[config.mk]
export PLATFORM = sky130hd
export DESIGN_NAME = bcd_7seg_encoder
export DESIGN_NICKNAME = d
export VERILOG_FILES = /design/src/rtl/bcd_7seg_encoder.sv
export SDC_FILE = /design/constraint.sdc
export NUM_CORES = 1
export LEC_CHECK = 0
export BUFFER_PORTS_ARGS = -buffer_cell sky130_fd_sc_hd__buf_2
export CORE_MARGIN = 4
export CORE_UTILIZATION = 65
export CTS_BUF_LIST = sky130_fd_sc_hd__clkbuf_8 sky130_fd_sc_hd__clkbuf_16
export DETAILED_ROUTE_END_ITERATION = 8
export GPL_TIMING_DRIVEN = 0
export PLACE_DENSITY = 0.86
export RECOVER_POWER = 25
export SYNTH_ARGS = -nofsm -noshare
export SYNTH_HDL_FRONTEND = slang
export SYNTH_SLANG_ARGS = --single-unit
[constraint.sdc]
create_clock -name clk -period 3.8 [get_ports clk]
set_clock_uncertainty 0.05 [all_clocks]
set_input_delay 0.95 -clock clk [delete_from_list [all_inputs] [get_ports clk]]
set_output_delay 0.95 -clock clk [all_outputs]
set_load 0.02 [all_outputs]
[src/rtl/bcd_7seg_encoder.sv]
// Binary count -> six 7-segment digits via serial double-dabble, BIT_SIZE+2 cycles per conversion.
// No backpressure: a strobe while busy lands in a one-deep pending slot (latest wins).
module bcd_7seg_encoder #(
  parameter int BIT_SIZE       = 20,
  parameter int SEGMENTOS      = 7,
  parameter int SEG_ACTIVE_LOW = 1,
  parameter int BLANK_LZ       = 1
) (
  input  logic                clk,
  input  logic                rst,
  input  logic [BIT_SIZE-1:0] count_in,
  input  logic                count_valid,
  output logic                busy,
  output logic                done,
  output logic                ovf,
  output logic [0:SEGMENTOS-1] un,
  output logic [0:SEGMENTOS-1] dec,
  output logic [0:SEGMENTOS-1] cen,
  output logic [0:SEGMENTOS-1] un_millar,
  output logic [0:SEGMENTOS-1] dec_millar,
  output logic [0:SEGMENTOS-1] cen_millar
);

  typedef enum logic [1:0] {IDLE, SHIFT, ENCODE} state_t;
  typedef logic [0:SEGMENTOS-1] seg_t;

  localparam int CW = $clog2(BIT_SIZE + 1);
  localparam int EW = (BIT_SIZE > 20) ? BIT_SIZE : 20;
  localparam logic [EW-1:0] MAX_DISP = EW'(999999);
  localparam seg_t SEG_BLANK = seg_t'((SEG_ACTIVE_LOW != 0) ? 7'b1111111 : 7'b0000000);
  localparam seg_t SEG_DASH  = seg_t'((SEG_ACTIVE_LOW != 0) ? 7'b1111110 : 7'b0000001);

  function automatic seg_t seg_of(input logic [3:0] d);
    logic [0:6] p;
    case (d)
      4'd0:    p = 7'b1111110;
      4'd1:    p = 7'b0110000;
      4'd2:    p = 7'b1101101;
      4'd3:    p = 7'b1111001;
      4'd4:    p = 7'b0110011;
      4'd5:    p = 7'b1011011;
      4'd6:    p = 7'b1011111;
      4'd7:    p = 7'b1110000;
      4'd8:    p = 7'b1111111;
      4'd9:    p = 7'b1111011;
      default: p = 7'b0000000;
    endcase
    return (SEG_ACTIVE_LOW != 0) ? seg_t'(~p) : seg_t'(p);
  endfunction

  state_t              state;
  logic [CW-1:0]       bit_cnt;
  logic [BIT_SIZE-1:0] shreg;
  logic [23:0]         bcd;
  logic                ovf_cap;
  logic                pend_vld;
  logic [BIT_SIZE-1:0] pend_dat;
  logic                enc_ph;
  seg_t                stg_seg [6];
  logic                stg_ovf;
  seg_t                dig_q [6];

  logic [BIT_SIZE-1:0] start_dat;
  logic                start_ovf;
  logic [23:0]         bcd_adj;
  logic [23:0]         bcd_nxt;
  logic [2:0]          hi_nz;
  seg_t                pat [6];

  assign start_dat = pend_vld ? pend_dat : count_in;
  assign start_ovf = EW'(start_dat) > MAX_DISP;

  always_comb begin
    bcd_adj = bcd;
    for (int i = 0; i < 6; i++) begin
      if (bcd[i*4 +: 4] >= 4'd5) bcd_adj[i*4 +: 4] = bcd[i*4 +: 4] + 4'd3;
    end
    bcd_nxt = (bcd_adj << 1) | 24'(shreg[BIT_SIZE-1]);
  end

  // Digits above the most significant non-zero one are blanked; units always shows.
  always_comb begin
    hi_nz = 3'd0;
    for (int i = 0; i < 6; i++) begin
      if (bcd[i*4 +: 4] != 4'd0) hi_nz = 3'(i);
    end
    for (int i = 0; i < 6; i++) begin
      if (ovf_cap)                            pat[i] = SEG_DASH;
      else if (BLANK_LZ != 0 && 3'(i) > hi_nz) pat[i] = SEG_BLANK;
      else                                    pat[i] = seg_of(bcd[i*4 +: 4]);
    end
  end

  always_ff @(posedge clk or negedge rst) begin
    if (!rst) begin
      state    <= IDLE;
      bit_cnt  <= '0;
      shreg    <= '0;
      bcd      <= '0;
      ovf_cap  <= 1'b0;
      pend_vld <= 1'b0;
      pend_dat <= '0;
      enc_ph   <= 1'b0;
      stg_ovf  <= 1'b0;
      busy     <= 1'b0;
      done     <= 1'b0;
      ovf      <= 1'b0;
      for (int i = 0; i < 6; i++) begin
        stg_seg[i] <= SEG_BLANK;
        dig_q[i]   <= SEG_BLANK;
      end
    end else begin
      done <= 1'b0;
      case (state)
        IDLE: begin
          if (pend_vld || count_valid) begin
            shreg   <= start_dat;
            ovf_cap <= start_ovf;
            bcd     <= '0;
            bit_cnt <= '0;
            busy    <= 1'b1;
            state   <= SHIFT;
            // Pending slot is consumed; a coincident strobe refills it.
            if (pend_vld) begin
              pend_vld <= count_valid;
              if (count_valid) pend_dat <= count_in;
            end
          end
        end
        SHIFT: begin
          bcd     <= bcd_nxt;
          shreg   <= shreg << 1;
          bit_cnt <= bit_cnt + CW'(1);
          if (bit_cnt == CW'(BIT_SIZE - 1)) begin
            enc_ph <= 1'b0;
            state  <= ENCODE;
          end
        end
        ENCODE: begin
          // Decode is staged so the visible outputs only ever take a final value.
          if (!enc_ph) begin
            for (int i = 0; i < 6; i++) stg_seg[i] <= pat[i];
            stg_ovf <= ovf_cap;
            enc_ph  <= 1'b1;
          end else begin
            for (int i = 0; i < 6; i++) dig_q[i] <= stg_seg[i];
            ovf    <= stg_ovf;
            done   <= 1'b1;
            busy   <= 1'b0;
            enc_ph <= 1'b0;
            state  <= IDLE;
          end
        end
        default: state <= IDLE;
      endcase
      if (state != IDLE && count_valid) begin
        pend_vld <= 1'b1;
        pend_dat <= count_in;
      end
    end
  end

  assign un         = dig_q[0];
  assign dec        = dig_q[1];
  assign cen        = dig_q[2];
  assign un_millar  = dig_q[3];
  assign dec_millar = dig_q[4];
  assign cen_millar = dig_q[5];

endmodule

==> results by group <==
Timing
  – Least-Margin Pin Slew: 0.733 ns
  – Max Slew Vio Count: 0
  – RSZ-0062 raised after global routing: false
  – Fin crit share: just over 60%
  – Worst slew margin: 51.1%
  – Total negative slack: 0 ns
  – Tmin final: 2.32 ns
  – Final hold vios: 0
  – Post-layout worst setup margin: between 1 and 1.5 ns
  – FMAX: about 430 MHz
  – Final setup fails: 0

Synthesis
  – Total nets after synthesis: about 850
  – Sequential area share after synthesis: 52.1%
  – Top cells by area, synth: dfstp_2 28%, dfrtp_1 24%, nand2_1 8.1%
  – Post-synth EDFFs: 0
  – Share of the synthesized area in the top cell type: 27.6%
  – Area leader, netlist: dfstp_2
  – YS warnings: 0
  – Mapped cell area: roughly 0.0080 mm²
  – Share of flip-flops with an asynchronous set or reset: 100%
  – Post-synthesis instance total: slightly below 800
  – Register bit total from synthesis: around 160
  – Mean post-synth cell area: 10.1 µm²
  – Netlist cell types: 52
  – Primary FF master, synth: dfstp_2

Clock network
  – Clk root buf: clkbuf_16
  – Clock buffer depth: 2
  – Hold buffers post-CTS: 0
  – CTS tree: yes
  – Resize count post-CTS: 0
  – Setup Buffers After CTS: 0
  – Clock transition at the registers of the reported paths: approximately 0.070 ns
  – CTS sink count: around 160
  – Worst skew pair latency: about 0.44 ns
  – H-tree depth: 4
  – Number of buffers created by CTS: 17

Power and ir drop
  – Power Density: between 700 and 800 mW/mm²
  – Peak VDD IR: 0.417 mV
  – Static Leakage: 4.31 nW

Global routing
  – Gr usage total: 26.7%
  – Total grt overflow: 0
  – Vias in the first global route: between 6000 and 7000
  – Initial antenna violation count: 0
  – Global-route wire length before repair: ~30000 µm
  – Pin count of the biggest net entering global routing: between 100 and 150

Final layout
  – # fillers: 758
  – Multi-input logic area: 0.00352 mm²
  – Reg area: between 0.004 and 0.005 mm²
  – Ant. Diodes: 0
  – Fin nets: approximately 940
  – Most frequent cells in the layout: 172 x nand2_1, 86 x buf_2, 84 x dfstp_2
  – Share of cells above drive strength 1: 25.7%
  – Most common cell after layout, fill and taps aside: nand2_1
  – Area growth from synthesis to layout: 15.1%

Detailed routing
  – WL/cell: approximately 18 µm
  – First-pass detailed-route iteration total: 6
  – Drt drc: 0
  – Detailed-route via count: 6260
  – Post-Route WL: roughly 18000 µm
  – Antenna Nets Post-Route: 0
  – Via density: between 6 and 7
  – Initial DRC Count: between 500 and 600

Critical path
  – Top Family by Delay on Critical Path: buffers and inverters
  – CP peak stage delay: 0.54 ns
  – CP Capture Type: flip-flop
  – Crit path arrival time: around 2.6 ns
  – Crit Path Max Fanout: 10
  – Crit-path cells: buf_2 -> nand3b_1 -> clkbuf_1 -> clkinv_1 -> buf_2 -> nand2_1 -> nand2_1
  – CP Buf/Inv Count: 4
  – Worst EP required: around 4.1 ns
  – CP Class: reg2reg
  – CP max stage cell: clkbuf_1
  – R2r worst-path depth: 7
  – Kind of start point of the critical path: flip-flop
  – Crit path depth: 7

Placement
  – GP Congestion: a little over 0.9
  – Port-buffer cells: 67
  – Setup WS pre-CTS: approximately 1.4 ns
  – DP Wirelength: about 13000 µm

Floorplan
  – Initial Util: 66.5%
  – Die height: between 100 and 150 µm
  – I/O Pins: 68
  – Core Region: 0.0120 mm²
  – Die Footprint: between 0.01 and 0.015 mm²
  – Rows: 40
  – Chip width: around 120 µm

Run status
  – Status: complete, no violations

Min path
  – Worst Hold Class: reg2reg
  – WHS Path Cells: 2

Run
  – Max Cap Violations: 0
## kinds of logic (layout without fill, tap and decap cells)
kind of cell | after synthesis | in the layout | synth area share (%)
simple gates | 297 | 297 | 16.5
compound gates | 165 | 165 | 14.1
flops | 162 | 162 | 52.1
buf+inv | 70 | 169 | 3.82
mux | 47 | 47 | 6.22
fa+ha+maj | 37 | 37 | 5.80
xor+xnor | 13 | 13 | 1.43
## sequential cells by signal (all words and copies together), names as in the netlist, 2 cells and up
name / count
bcd: 24
bit_cnt: 5
cen: 7
cen_millar: 7
dec: 7
dec_millar: 7
pend_dat: 20
shreg: 20
state: 2
stg_seg: 42
un: 7
un_millar: 7
## synthesized netlist by cell type (all sizes together), types with 16 or more instances
cell type / count
nor2: 58
nand2: 172
buf: 27
clkbuf: 21
o22a: 25
inv: 21
mux2: 21
a21oi: 35
dfstp: 84
mux2i: 26
o21ai: 49
nand2b: 16
dfrtp: 78
ha: 37
## tightest hold or removal path, stage by stage (launching register included)
cell	delay, ns
dfstp_2	0.37
nand2_1	0.05
nand2_1	0.04
## layout make-up
type	count	area share [%]
buffer	48	2.40
clock buffer	18	4.78
clock inverter	13	2.35
inverter	22	0.898
multi-input combinational	559	38.3
sequential	162	45.2
tap	147	2.00
timing repair buffer	68	4.02
## worst paths after layout
check	end	slack, ns	start
max	ovf$_DFFE_PN0P_	1.48	state[1]$_DFFE_PN0P_
min	un_millar[1]$_DFFE_PN1P_	0.40	un_millar[1]$_DFFE_PN1P_
max reg2reg	ovf$_DFFE_PN0P_	1.48	state[1]$_DFFE_PN0P_
min reg2reg	un_millar[1]$_DFFE_PN1P_	0.40	un_millar[1]$_DFFE_PN1P_
max in group asynchronous	un[4]$_DFFE_PN1P_	2.39	rst
min in group asynchronous	stg_ovf$_DFFE_PN0P_	0.42	rst
## per-layer routing
metal | wire length [µm] | track usage, % | vias up
met5 | 0 | 0 | -
met4 | 513 | 11.8 | 0
met3 | 1150 | 4.80 | 47
met2 | 9110 | 44.5 | 236
met1 | 7630 | 34.4 | 3076
li1 | - | - | 2901
## power breakdown
| group | internal (mW) | switching (mW) |
|---|---|---|
| Combinational | 1.02 | 1.34 |
| Sequential | 2.19 | 0.354 |
| Clock | 1.23 | 0.683 |
## metrics by stage
stage | util, % | total power [mW] | instances | cell area (µm²) | hold slack (ns)
6_report | 76.5 | 6.82 | 1037 | 9190 | 0.404
5_1_grt | 76.5 | 7.20 | 1037 | 9190 | 0.415
4_1_cts | 76.6 | 6.78 | 1037 | 9200 | 0.406
3_5_place_dp | 71.1 | 4.82 | 1006 | 8540 | 0.396
3_3_place_gp | 70.8 | 4.65 | 1005 | 8510 | 0.391
2_1_floorplan | - | 4.23 | 791 | 7990 | 0.385
No activity file was read; power rests on OpenSTA's default activity.
